[config.mk]
export PLATFORM = sky130hd
export DESIGN_NAME = icache_fetch_buffer_flat
export DESIGN_NICKNAME = d
export VERILOG_FILES = /design/src/rtl/icache_fetch_buffer_pkg.sv /design/src/rtl/icache_fetch_buffer_if.sv /design/src/rtl/icache_array.sv /design/src/rtl/icache_fetch_buffer.sv /design/src/flat_wrapper.sv
export SDC_FILE = /design/constraint.sdc
export NUM_CORES = 2
export LEC_CHECK = 0
export BUFFER_PORTS_ARGS = -buffer_cell sky130_fd_sc_hd__buf_2
export CAP_MARGIN = 20
export CORE_ASPECT_RATIO = 0.6
export CORE_MARGIN = 1.5
export CORE_UTILIZATION = 63
export DETAILED_ROUTE_END_ITERATION = 16
export PLACE_DENSITY = 0.8
export SYNTH_ARGS = -nofsm -noshare
export SYNTH_HDL_FRONTEND = slang
export SYNTH_SLANG_ARGS = --single-unit
[constraint.sdc]
create_clock -name clk_in -period 6.8 [get_ports clk_in]
set_input_delay 1.36 -clock clk_in [delete_from_list [all_inputs] [get_ports clk_in]]
set_output_delay 1.36 -clock clk_in [all_outputs]
set_load 0.02 [all_outputs]
[src/rtl/icache_fetch_buffer_pkg.sv]
// Shared types, constants and FSM encoding for the direct-mapped instruction cache.
package icache_fetch_buffer_pkg;

   typedef logic [31:0] ADDR_TYPE;
   typedef logic [31:0] INST_TYPE;

   localparam logic     TRUE       = 1'b1;
   localparam logic     FALSE      = 1'b0;
   localparam INST_TYPE INST_RESET = '0;
   localparam ADDR_TYPE ADDR_RESET = '0;

   typedef enum logic [1:0] {
      ST_IDLE = 2'd0,
      ST_MISS = 2'd1,
      ST_RESP = 2'd2
   } icache_state_e;

   function automatic ADDR_TYPE word_align(input ADDR_TYPE a);
      return a & ~ADDR_TYPE'(3);
   endfunction

endpackage

[src/rtl/icache_fetch_buffer_if.sv]
// Fetcher-side and memory-side signals of the instruction cache, bundled for port passing.
interface icache_fetch_buffer_if;
   import icache_fetch_buffer_pkg::*;

   // Fetch requests are accepted only while fetch_ready_out=1; inst_valid_out and
   // mem_done_in are single-cycle pulses, mem_req_out is a level held until mem_done_in.
   logic     fetch_req_in;
   ADDR_TYPE fetch_pc_in;
   logic     fetch_flush_in;
   logic     fetch_ready_out;
   logic     inst_valid_out;
   INST_TYPE inst_out;
   ADDR_TYPE inst_pc_out;
   logic     mem_req_out;
   ADDR_TYPE mem_addr_out;
   logic     mem_done_in;
   INST_TYPE mem_inst_in;

   modport slave (
      input  fetch_req_in, fetch_pc_in, fetch_flush_in, mem_done_in, mem_inst_in,
      output fetch_ready_out, inst_valid_out, inst_out, inst_pc_out, mem_req_out, mem_addr_out
   );

   modport master (
      output fetch_req_in, fetch_pc_in, fetch_flush_in, mem_done_in, mem_inst_in,
      input  fetch_ready_out, inst_valid_out, inst_out, inst_pc_out, mem_req_out, mem_addr_out
   );

endinterface

[src/rtl/icache_array.sv]
// Valid/tag/data storage: combinational read, single synchronous write, async valid clear.
module icache_array
   import icache_fetch_buffer_pkg::*;
#(
   parameter int INDEX_WIDTH = 6
) (
   input  logic                   clk_in,
   input  logic                   rst_in,
   input  logic [INDEX_WIDTH-1:0] rd_idx_in,
   output logic                   rd_valid_out,
   output logic [29-INDEX_WIDTH:0] rd_tag_out,
   output INST_TYPE               rd_data_out,
   input  logic                   we_in,
   input  logic [INDEX_WIDTH-1:0] wr_idx_in,
   input  logic [29-INDEX_WIDTH:0] wr_tag_in,
   input  INST_TYPE               wr_data_in
);

   localparam int LINES = 1 << INDEX_WIDTH;

   logic [LINES-1:0]         valid_q;
   logic [29-INDEX_WIDTH:0]  tag_q  [LINES];
   INST_TYPE                 data_q [LINES];

   always_ff @(posedge clk_in or posedge rst_in) begin
      if (rst_in) begin
         valid_q <= '0;
      end else if (we_in) begin
         valid_q[wr_idx_in] <= TRUE;
      end
   end

   // Tag/data need no reset: a line is only consulted once its valid bit is set.
   always_ff @(posedge clk_in) begin
      if (we_in) begin
         tag_q[wr_idx_in]  <= wr_tag_in;
         data_q[wr_idx_in] <= wr_data_in;
      end
   end

   assign rd_valid_out = valid_q[rd_idx_in];
   assign rd_tag_out   = tag_q[rd_idx_in];
   assign rd_data_out  = data_q[rd_idx_in];

endmodule

[src/rtl/icache_fetch_buffer.sv]
// Direct-mapped one-word-per-line instruction cache: FSM, cancel flag and output registers.
module icache_fetch_buffer
   import icache_fetch_buffer_pkg::*;
#(
   parameter int INDEX_WIDTH = 6
) (
   input  logic                  clk_in,
   input  logic                  rst_in,
   input  logic                  rdy_in,
   icache_fetch_buffer_if.slave  bus,
   output icache_state_e         state_dbg_out
);

   icache_state_e state_q, state_d;
   logic          cancel_q, cancel_d;
   ADDR_TYPE      pc_q, pc_d;
   logic          inst_valid_q, inst_valid_d;
   INST_TYPE      inst_q, inst_d;
   ADDR_TYPE      inst_pc_q, inst_pc_d;

   logic                    rd_valid;
   logic [29-INDEX_WIDTH:0] rd_tag;
   INST_TYPE                rd_data;
   logic                    hit;
   logic                    refill_we;
   ADDR_TYPE                fetch_pc_aligned;

   assign fetch_pc_aligned = word_align(bus.fetch_pc_in);

   icache_array #(.INDEX_WIDTH(INDEX_WIDTH)) u_array (
      .clk_in       (clk_in),
      .rst_in       (rst_in),
      .rd_idx_in    (bus.fetch_pc_in[INDEX_WIDTH+1:2]),
      .rd_valid_out (rd_valid),
      .rd_tag_out   (rd_tag),
      .rd_data_out  (rd_data),
      .we_in        (refill_we),
      .wr_idx_in    (pc_q[INDEX_WIDTH+1:2]),
      .wr_tag_in    (pc_q[31:INDEX_WIDTH+2]),
      .wr_data_in   (bus.mem_inst_in)
   );

   assign hit       = rd_valid && (rd_tag == bus.fetch_pc_in[31:INDEX_WIDTH+2]);
   assign refill_we = rdy_in && (state_q == ST_MISS) && bus.mem_done_in;

   always_ff @(posedge clk_in or posedge rst_in) begin
      if (rst_in) begin
         state_q      <= ST_IDLE;
         cancel_q     <= FALSE;
         pc_q         <= ADDR_RESET;
         inst_valid_q <= FALSE;
         inst_q       <= INST_RESET;
         inst_pc_q    <= ADDR_RESET;
      end else if (rdy_in) begin
         state_q      <= state_d;
         cancel_q     <= cancel_d;
         pc_q         <= pc_d;
         inst_valid_q <= inst_valid_d;
         inst_q       <= inst_d;
         inst_pc_q    <= inst_pc_d;
      end
   end

   always_comb begin
      state_d      = state_q;
      cancel_d     = cancel_q;
      pc_d         = pc_q;
      inst_valid_d = FALSE;
      inst_d       = inst_q;
      inst_pc_d    = inst_pc_q;
      unique case (state_q)
         ST_IDLE: begin
            if (bus.fetch_req_in && !bus.fetch_flush_in) begin
               if (hit) begin
                  inst_valid_d = TRUE;
                  inst_d       = rd_data;
                  inst_pc_d    = fetch_pc_aligned;
               end else begin
                  pc_d    = fetch_pc_aligned;
                  state_d = ST_MISS;
               end
            end
         end
         ST_MISS: begin
            if (bus.fetch_flush_in) cancel_d = TRUE;
            // The refill always lands in the array; only the delivery is suppressed.
            if (bus.mem_done_in) begin
               state_d      = ST_RESP;
               inst_valid_d = !(cancel_q || bus.fetch_flush_in);
               inst_d       = bus.mem_inst_in;
               inst_pc_d    = pc_q;
            end
         end
         ST_RESP: begin
            cancel_d = FALSE;
            state_d  = ST_IDLE;
         end
         default: state_d = ST_IDLE;
      endcase
   end

   // A redirect also kills a response already sitting in the output register.
   assign bus.inst_valid_out  = inst_valid_q && !(rdy_in && bus.fetch_flush_in);
   assign bus.inst_out        = inst_q;
   assign bus.inst_pc_out     = inst_pc_q;
   assign bus.fetch_ready_out = (state_q == ST_IDLE);
   assign bus.mem_req_out     = (state_q == ST_MISS);
   assign bus.mem_addr_out    = pc_q;
   assign state_dbg_out       = state_q;

endmodule
[src/flat_wrapper.sv]
// flat-port wrapper written by rule: the top's interface ports become plain ports
module icache_fetch_buffer_flat import icache_fetch_buffer_pkg::*;
#(
   parameter int INDEX_WIDTH = 6
)
  (clk_in, rst_in, rdy_in, state_dbg_out, bus_fetch_req_in, bus_fetch_pc_in, bus_fetch_flush_in, bus_mem_done_in, bus_mem_inst_in, bus_fetch_ready_out, bus_inst_valid_out, bus_inst_out, bus_inst_pc_out, bus_mem_req_out, bus_mem_addr_out);
  icache_fetch_buffer_if bus_i ();
  input  logic clk_in;
  input  logic rst_in;
  input  logic rdy_in;
  output icache_state_e state_dbg_out;
  input wire logic [$bits(bus_i.fetch_req_in)-1:0] bus_fetch_req_in;
  input wire logic [$bits(bus_i.fetch_pc_in)-1:0] bus_fetch_pc_in;
  input wire logic [$bits(bus_i.fetch_flush_in)-1:0] bus_fetch_flush_in;
  input wire logic [$bits(bus_i.mem_done_in)-1:0] bus_mem_done_in;
  input wire logic [$bits(bus_i.mem_inst_in)-1:0] bus_mem_inst_in;
  output wire logic [$bits(bus_i.fetch_ready_out)-1:0] bus_fetch_ready_out;
  output wire logic [$bits(bus_i.inst_valid_out)-1:0] bus_inst_valid_out;
  output wire logic [$bits(bus_i.inst_out)-1:0] bus_inst_out;
  output wire logic [$bits(bus_i.inst_pc_out)-1:0] bus_inst_pc_out;
  output wire logic [$bits(bus_i.mem_req_out)-1:0] bus_mem_req_out;
  output wire logic [$bits(bus_i.mem_addr_out)-1:0] bus_mem_addr_out;
  assign bus_i.fetch_req_in = bus_fetch_req_in;
  assign bus_i.fetch_pc_in = bus_fetch_pc_in;
  assign bus_i.fetch_flush_in = bus_fetch_flush_in;
  assign bus_i.mem_done_in = bus_mem_done_in;
  assign bus_i.mem_inst_in = bus_mem_inst_in;
  assign bus_fetch_ready_out = bus_i.fetch_ready_out;
  assign bus_inst_valid_out = bus_i.inst_valid_out;
  assign bus_inst_out = bus_i.inst_out;
  assign bus_inst_pc_out = bus_i.inst_pc_out;
  assign bus_mem_req_out = bus_i.mem_req_out;
  assign bus_mem_addr_out = bus_i.mem_addr_out;
  icache_fetch_buffer #(.INDEX_WIDTH(INDEX_WIDTH)) u_core (.clk_in(clk_in), .rst_in(rst_in), .rdy_in(rdy_in), .bus(bus_i), .state_dbg_out(state_dbg_out));
endmodule
==> key figures <==
Logic synthesis
  • Synthesized flop and latch total: 3,744
  • Distinct cells, synth: 72
  • Post-synthesis sequential area ratio: 77.41%
  • Syn Inst Count: 6,356
  • EDFF count, synth: 3,584
  • Syn Std Cell Area: 0.1442 mm^2
  • Top-area cell type share of the netlist area: 74.63%
  • Top cells by area, synth: edfxtp_1, mux4_2, dfrtp_1, mux2i_1, mux2_2
  • Syn Area/Cell: 22.69 um^2
  • Asr flop ratio synth: 4.274%
  • Synth top cells by count: edfxtp_1, mux4_2, mux2i_1, clkbuf_1, nand2_1
  • Most common cell in the netlist: edfxtp_1
  • Synth Flop Type: edfxtp_1
  • Yosys top cell by area: edfxtp_1
  • Synth warn: 0

Pwr
  • Max IR drop VDD: 378.2 uV
  • Pwr dens: 314.7 mW/mm^2
  • Leak pwr: 52.54 nW

Floorplanning
  • Core outline area: 0.2267 mm^2
  • Die area: 0.2319 mm^2
  • Die span in y: 373.6 um
  • Ports: 171
  • Initial Util: 63.62%
  • # rows: 135
  • Die width: 620.7 um

Critical path
  • R2R Setup Slk: 1.93 ns
  • Critical Path RT: 7.58 ns
  • Crit start category: input pin
  • Crit Path Class: input pin to flop
  • CP arrival: 6.43 ns
  • CP endpoint kind: flop
  • Critical Path Fanout Max: 59

Global route
  • Pin count of the biggest net entering global routing: 116
  • Gr usage total: 37.47%
  • Busiest grt layer: met2
  • Grt met1 use: 52.10%
  • Vias in the first global route: 75,500
  • Global-route wire length before repair: 593,800 um
  • Initial antenna violation count: 27
  • Met2 usage: 54.33%
  • Total congestion overflow: 0
  • GRT met3 Usage: 13.39%

Detailed routing
  • WL final: 433,300 um
  • ANT nets after route: 0
  • Initial drt markers: 15,690
  • Drt pass-1 iters: 6
  • Drt drc: 0
  • WL/cell: 42.94 um
  • Vias: 76,900
  • Vias/cell: 7.622

STA
  • Final Max Tran Viols: 0
  • Post-layout min period: 5.646 ns
  • RSZ-0062 raised after global routing: no
  • Worst slew pin tran: 1.267 ns
  • Max-slew headroom: 15.51%
  • Final hold vios: 0
  • Final TNS setup: 0 ns
  • Clock skew: 0.05911 ns
  • Achievable Freq: 0.1771 GHz
  • Fin crit share: 83.02%
  • Final setup violation count: 0

Clocking
  • CTS max path bufs: 4
  • Clk sinks: 3,744
  • CTS buffer count: 323
  • Clock-pin transition on the worst setup and hold timing paths: 0.07 ns
  • PostCTS Resize Cnt: 0
  • CTS tree: built
  • Root Driver: clkbuf_16
  • Clock network latency to the later pin of the worst-skew pair: 0.90 ns
  • Htree depth: 5
  • Cts hold-fix bufs: 0
  • # Post-CTS Setup Buffers: 0

Final layout
  • Nets: 6,883
  • Core Util, Final: 71.24%
  • Final instance area: 0.1615 mm^2
  • Storage element area: 0.1117 mm^2
  • Area Overhead vs Synth: 11.97%
  • Multi-input combinational cell area: 0.03124 mm^2
  • Ratio of cells with drive above 1 in the final layout: 30.71%
  • Filler cells: 12,200

Run
  • Max cap viols: 0

Placed design
  • Final GP Congestion: 0.8521
  • Cell Area, Placed: 0.1505 mm^2
  • # port buffers: 164
  • Post-DP HPWL: 217,000 um

Worst hold path
  • HP Class: flop to flop

Run status
  • Status: completed
[cell type report]
cell class	instances	share of cell area, %
timing repair buffer	478	2.551
antenna	6	0.009298
clock inverter	174	1.144
tap	3014	2.335
sequential	3744	69.14
inverter	12	0.03874
multi-input combinational	2254	19.35
clock buffer	408	5.429
[worst paths after layout]
kind	from	endpoint	cells after the start
setup / recovery	bus_fetch_pc_in[2]	u_core.bus.mem_addr_out[3]$_DFFE_PP0P_	12
hold / removal	u_core.u_array.valid_q[51]$_DFFE_PP0P_	u_core.u_array.valid_q[51]$_DFFE_PP0P_	1
setup reg to reg	u_core.state_dbg_out[1]$_DFFE_PP0P_	u_core.u_array.tag_q[43][18]$_DFFE_PP_	9
hold reg to reg	u_core.u_array.valid_q[51]$_DFFE_PP0P_	u_core.u_array.valid_q[51]$_DFFE_PP0P_	1
max in group asynchronous	rst_in	u_core.bus.inst_out[28]$_DFFE_PP0P_	3
min in group asynchronous	rst_in	u_core.u_array.valid_q[40]$_DFFE_PP0P_	2
[worst max-delay path, cell delays in order]
cell	delay (ns)
buf_12	0.45
mux4_2	0.59
o221ai_1	0.66
a21oi_1	0.10
nor3_1	0.54
o21ai_0	0.45
xnor2_1	0.57
o211ai_1	0.23
nor4_2	0.44
a21boi_4	0.26
buf_4	0.31
mux2_2	0.32
[flip-flops by register name, indices dropped and copies added (netlist names)]
register and flops:
u_core.state_dbg_out 2, u_core.bus.mem_addr_out 30, u_core.bus.inst_out 32, u_core.u_array.data_q 2048, u_core.inst_valid_q 1, u_core.cancel_q 1
u_core.u_array.tag_q 1536, u_core.u_array.valid_q 64, u_core.bus.inst_pc_out 30
[report_power, final]
part           total (mW)  internal (mW)  switching, mW  leakage, nW
clock network        19.1           10.6           8.55         5.19
logic                4.68           1.52           3.17         13.1
registers            27.0           26.6          0.444         34.2
total                50.8           38.6           12.2         52.5
[through the flow]
stage	setup WS (ns)	power [mW]	std cells	hold WS (ns)
after floorplan	1.120	29.92	6359	0.4337
after global placement	0.6956	31.72	9486	0.4456
after global routing	0.9941	51.75	10090	0.4802
after CTS	1.427	50.62	10070	0.4682
final	1.154	50.81	10090	0.4688
after detailed placement	0.5038	31.93	9487	0.4506
[cell families (layout without fill, tap and decap cells)]
kind of cell / after synthesis / count (layout) / share of synthesized area [%]
buf+inv: 361 / 1072 / 1.302
flops: 3744 / 3744 / 77.41
simple gates: 468 / 468 / 1.583
other cells: 1 / 10 / 0.002600
mux: 1390 / 1390 / 17.77
xor+xnor: 20 / 20 / 0.1215
compound gates: 372 / 372 / 1.810
[layer usage]
metal,routed length (um),vias to the layer above
li1,-,27810
met1,141600,39360
met5,123,-
met4,21960,20
met3,73740,1361
met2,195800,8349
[placed cells by master (no fill, tap or decap), types with 11 or more instances in the layout]
cell type,instances
nand4_1,17
nand3_1,42
mux2_2,87
o22ai_1,74
nor4_1,12
mux2i_1,339
bufinv_16,36
edfxtp_1,3584
or2_2,67
buf_12,65
dfrtp_2,21
a221oi_1,19
a22oi_1,107
clkbuf_8,11
clkbuf_1,62
a31oi_1,40
o21ai_0,26
clkinv_1,53
nor2_1,25
o221ai_1,20
buf_2,159
clkinvlp_4,11
nor3_1,13
nand2_1,163
clkinv_2,55
mux4_2,904
dfrtp_1,139
nor2_4,65
a21oi_1,36
mux2_4,60
buf_4,246
clkbuf_16,335
Note: power is estimated with default switching activity, not from simulation.
